==> config.mk <==
export PLATFORM = sky130hd
export DESIGN_NAME = lfsr_rand
export DESIGN_NICKNAME = d
export VERILOG_FILES = /design/src/rtl/lfsr_rand.sv
export SDC_FILE = /design/constraint.sdc
export NUM_CORES = 1
export LEC_CHECK = 0
export BUFFER_PORTS_ARGS = -buffer_cell sky130_fd_sc_hd__clkbuf_2
export CAP_MARGIN = 20
export CORE_MARGIN = 2
export CORE_UTILIZATION = 50
export CTS_BUF_LIST = sky130_fd_sc_hd__clkbuf_8
export CTS_CLUSTER_SIZE = 14
export DETAILED_ROUTE_END_ITERATION = 8
export PLACE_DENSITY = 0.81
export SLEW_MARGIN = 20
export SYNTH_ARGS = -nofsm -noshare
export SYNTH_HDL_FRONTEND = slang
export SYNTH_SLANG_ARGS = --single-unit
==> constraint.sdc <==
create_clock -name clk_i -period 2.8 [get_ports clk_i]
set_clock_uncertainty 0.1 [all_clocks]
set_input_delay 0.28 -clock clk_i [delete_from_list [all_inputs] [get_ports clk_i]]
set_output_delay 0.28 -clock clk_i [all_outputs]
set_load 0.02 [all_outputs]
==> src/rtl/lfsr_rand.sv <==
// Fibonacci LFSR random source with a rejection-sampling range generator.
// A req yields one uniform value in [0, range_max_i], delivered with a one-cycle ack_o.
module lfsr_rand #(
    parameter int            N         = 8,
    parameter logic [N-1:0]  TAPS      = 8'hB8,
    parameter logic [N-1:0]  SEED      = '0,
    parameter int            MAX_TRIES = 16
) (
    input  logic         clk_i,
    input  logic         reset_i,
    input  logic         en_i,
    input  logic         load_i,
    input  logic [N-1:0] seed_i,
    input  logic         req_i,
    input  logic [N-1:0] range_max_i,
    output logic         ack_o,
    output logic [N-1:0] value_o,
    output logic         busy_o,
    output logic [N-1:0] state_o
);
    localparam int            TW        = $clog2(MAX_TRIES) + 1;
    localparam logic [TW-1:0] LAST_TRY  = TW'(MAX_TRIES - 1);
    // XNOR feedback locks up on all-ones, so that value is never allowed in.
    localparam logic [N-1:0]  SEED_SAFE = (SEED == '1) ? '0 : SEED;

    typedef enum logic [1:0] {IDLE, DRAW, DONE} fsm_t;

    fsm_t          fsm_q;
    logic [N-1:0]  ps_q, ps_d;
    logic [N-1:0]  lim_q, mask, cand, value_q;
    logic [TW-1:0] tries_q;
    logic          ack_q, busy_q, fb;

    assign fb = ~^(ps_q & TAPS);

    always_comb begin
        ps_d = ps_q;
        if (load_i)
            ps_d = (seed_i == '1) ? '0 : seed_i;
        else if (en_i || fsm_q == DRAW)
            ps_d = {ps_q[N-2:0], fb};
    end

    // Smearing lim rightward gives the smallest 2^k-1 covering it.
    always_comb begin
        mask = lim_q;
        for (int i = 1; i < N; i++)
            mask = mask | (lim_q >> i);
    end

    assign cand = ps_q & mask;

    always_ff @(posedge clk_i) begin
        if (reset_i) ps_q <= SEED_SAFE;
        else         ps_q <= ps_d;
    end

    always_ff @(posedge clk_i) begin
        if (reset_i) begin
            fsm_q   <= IDLE;
            lim_q   <= '0;
            tries_q <= '0;
            value_q <= '0;
            ack_q   <= 1'b0;
            busy_q  <= 1'b0;
        end else begin
            ack_q <= 1'b0;
            case (fsm_q)
                IDLE: if (req_i) begin
                    lim_q   <= range_max_i;
                    tries_q <= '0;
                    busy_q  <= 1'b1;
                    fsm_q   <= DRAW;
                end
                DRAW: begin
                    if (cand <= lim_q) begin
                        value_q <= cand;
                        ack_q   <= 1'b1;
                        fsm_q   <= DONE;
                    end else if (tries_q == LAST_TRY) begin
                        // cand > lim fills lim's top bit, so cand>>1 stays below lim.
                        value_q <= cand >> 1;
                        ack_q   <= 1'b1;
                        fsm_q   <= DONE;
                    end else begin
                        tries_q <= tries_q + 1'b1;
                    end
                end
                DONE: begin
                    busy_q <= 1'b0;
                    fsm_q  <= IDLE;
                end
                default: fsm_q <= IDLE;
            endcase
        end
    end

    assign ack_o   = ack_q;
    assign value_o = value_q;
    assign busy_o  = busy_q;
    assign state_o = ps_q;
endmodule

==> results.sh <==
export IMPL_status="finished, violations left"
export IMPL_violations="setup timing"
export IMPL_max_vdd_ir_drop_mv=0.4603
export IMPL_critPathArrivalTime_ns=3.01
export IMPL_rsz0062_at_grt="yes"
export IMPL_dr_pass1_iters=4
export IMPL_end_kind="register"
export IMPL_cts_path_max_buffers=2
export IMPL_dieHeight_um=65.94
export IMPL_syn_avg_cell_area_um2=8.525
export IMPL_power_density_nw_per_um2=652.5
export IMPL_hp_class="in -> reg"
export IMPL_slew_limit_headroom_pct=60.92
export IMPL_core_um2=3661
export IMPL_grt_max_degree=31
export IMPL_cp_slowest_stage_delay_ns=0.61
export IMPL_grt_pass1_wl_um=7659
export IMPL_path_clk_slew_ns=0.07
export IMPL_start_util_pct=52.39
export IMPL_insertion_delay_ns=0.30
export IMPL_finalSetupTns_ns=-0.8417
export IMPL_worst_setup_path_type="reg -> reg"
export IMPL_drt_initial_drc_count=124
export IMPL_post_place_ws_ns=-0.1088
export IMPL_path_cells="or4_4 -> o41ai_4 -> inv_1 -> ha_4 -> nor2b_4 -> o2111ai_4 -> buf_6 -> a21oi_4 -> nor2_4 -> a311o_1"
export IMPL_sequentialPowerShare_pct=32.8
export IMPL_grt_ovfl_total=0
export IMPL_switching_share_pct=34.36
export IMPL_die_area_um2=4347
export IMPL_pwr_share_clk_pct=28.5
export IMPL_clock_sinks=33
export IMPL_ys_flop_type="dfxtp_1"
export IMPL_io_buffers=38
export IMPL_cp_required_ns=2.89
export IMPL_drive_above_1_share_pct=38.89
export IMPL_place_congestion=0.8443
export IMPL_drc_errors=0
export IMPL_yosysWarningCount=0
export IMPL_synth_top_area_share_pct=34.44
export IMPL_setup_viol=12
export IMPL_slew_viol_final=0
export IMPL_period_minus_slack_ns=2.923
export IMPL_p_comb_share_pct=38.7
export IMPL_vias_per_cell=5.509
export IMPL_final_area_um2=2586
export IMPL_p_switching_uw=579.8
export IMPL_cp_buffers_inverters=2
export IMPL_syn_area_um2=1918
export IMPL_hold_violations=0
export IMPL_min_period_over_period_pct=104.4
export IMPL_syn2layout_area_growth_pct=34.83
export IMPL_routedWlPerCell_um=14.72
export IMPL_final_cells=336
export IMPL_fin_total_pwr_mw=1.687
export IMPL_ys_top_cells_by_count="33 x dfxtp_1, 24 x nand2_1, 20 x a21oi_1, 18 x inv_1, 18 x nor2_1"
export IMPL_fillers=285
export IMPL_antenna_found_initial=0
export IMPL_synth_top_area_cell="dfxtp_1"
export IMPL_crit_family="compound AO/OA/AOI/OAI gates"
export IMPL_p_leak_nw=1.120
export IMPL_routed_via_count=1851
export IMPL_ant_nets=0
export IMPL_fmax_mhz=342.1
export IMPL_cts_buffers=5
export IMPL_maxCapViolCount=0
export IMPL_synth_edff_count=0
export IMPL_cp_max_fo=5
export IMPL_dp_hpwl_um=3363
export IMPL_wl_um=4945
export IMPL_die_w_um=65.94
export IMPL_crit_slowest_cell="or4_4"
export IMPL_syn_inst=225
export IMPL_cts_tree="yes"
export IMPL_synthArstFlopShare_pct=0
export IMPL_start_kind="register"
export IMPL_clockRootBuffer="clkbuf_8"
export IMPL_num_rows=22
export IMPL_cts_max_level=2
export IMPL_internal_power_mw=1.108
export IMPL_netlist_top_cells_area="dfxtp_1 34%, ha_1 5.9%, a21oi_1 5.2%"
export IMPL_n_antenna_cell=0
export IMPL_grt_pass1_vias=1675
export IMPL_ios=39
export IMPL_ys_seq_elements=33
export IMPL_post_synth_top_count_cell="dfxtp_1"
export IMPL_placed_area_um2=2268
export IMPL_synth_distinct_cells=48
export IMPL_fin_nets=317
export IMPL_synth_net_count=255
export IMPL_seq_area_frac_synth_pct=34.44
export IMPL_worst_slack_ns=-0.1229
export IMPL_dp_cells=322
export IMPL_grt_usage_pct=23.08
export IMPL_tightest_slew_ns=0.5862
power groups by stage:
stage / registers, mW / clock network, mW / logic (mW)
after CTS: 0.552 / 0.479 / 0.560
after global routing: 0.560 / 0.498 / 0.699
after floorplan: 0.598 / 0 / 0.306
after detailed placement: 0.562 / 0 / 0.500
final: 0.554 / 0.481 / 0.653
after global placement: 0.561 / 0 / 0.484
logic make-up after synthesis:
kind of cell / share of synthesized area [%]
and+or+nand+nor: 21.27
AOI/OAI and AO/OA: 28.57
DFF: 34.44
buffers and inverters: 6.914
adders and majority gates: 5.871
xor gates and xnor gates: 1.370
muxes: 1.566
area by class of cell:
type	instances	area (um2)	area share (%)
Inverter	18	67.56	2.612
Clock buffer	6	82.58	3.193
Clock inverter	2	37.54	1.451
Timing Repair Buffer	66	422.9	16.35
Tap cell	48	60.06	2.322
Sequential cell	33	660.6	25.54
Multi-Input combinational cell	163	1255	48.52
path summary, 6_finish.rpt:
path                                     start          to  slack, ns  cells past startpoint
worst max-delay path                  lim_q[7]  tries_q[2]      -0.12                     10
worst min-delay path            range_max_i[1]    lim_q[1]        0.1                      3
worst max register to register        lim_q[7]  tries_q[2]      -0.12                     10
worst min register to register      value_o[6]  value_o[6]       0.38                      2
per-stage QoR:
step,hold WS [ns],util [%]
5_1_grt,0.1138,70.64
6_report,0.09860,70.64
4_1_cts,0.09975,67.26
2_1_floorplan,0.3160,-
3_3_place_gp,0.3595,61.96
3_5_place_dp,0.3654,61.96
registers in the layout, indices dropped and copies added, names as in the netlist:
name     flops
tries_q      5
state_o      8
fsm_q        2
lim_q        8
busy_o       1
ack_o        1
value_o      8
layout by cell type, fill, tap and decap left out, types with 2 or more instances in the layout:
cell      instances
mux2i_2           2
xnor2_1           2
clkbuf_2         38
and3_4            2
a211oi_1         10
clkbuf_8          6
nor3_1            5
or2_2             2
dfxtp_1          33
nor2_1           17
ha_4              2
a211oi_2          7
a21oi_4           2
o21ai_0           9
nand2_1          23
buf_4            22
and3_1            2
nand4_1           3
inv_1            17
nor2b_1           8
a21o_1            5
or3_1             2
ha_1              7
buf_6             6
nand3_1           5
a21oi_1          19
nor4b_1           2
what timing repair did:
item | 4_1_cts | 5_1_grt
setup buffers | 4 | 2
hold buffers | 0 | 0
pin swaps | 7 | 7
setup endpoints to repair | 12 | 16
resized for setup | 10 | 20
worst reg2reg max path, cell delays in order (launching register included):
cell and delay, ns:
dfxtp_1 0.31, or4_4 0.61, o41ai_4 0.29, inv_1 0.14
ha_4 0.29, nor2b_4 0.15, o2111ai_4 0.15, buf_6 0.17
a21oi_4 0.17, nor2_4 0.06, a311o_1 0.36
routing by layer:
| metal | track usage [%] | wire length (um) | vias to the layer above |
|---|---|---|---|
| met5 | 0 | 0 | - |
| met4 | 8.163 | 68 | 0 |
| met3 | 5.622 | 215 | 8 |
| met2 | 37.63 | 2404 | 50 |
| met1 | 29.67 | 2257 | 866 |
| li1 | - | - | 927 |
No activity file was read; power rests on OpenSTA's default activity.
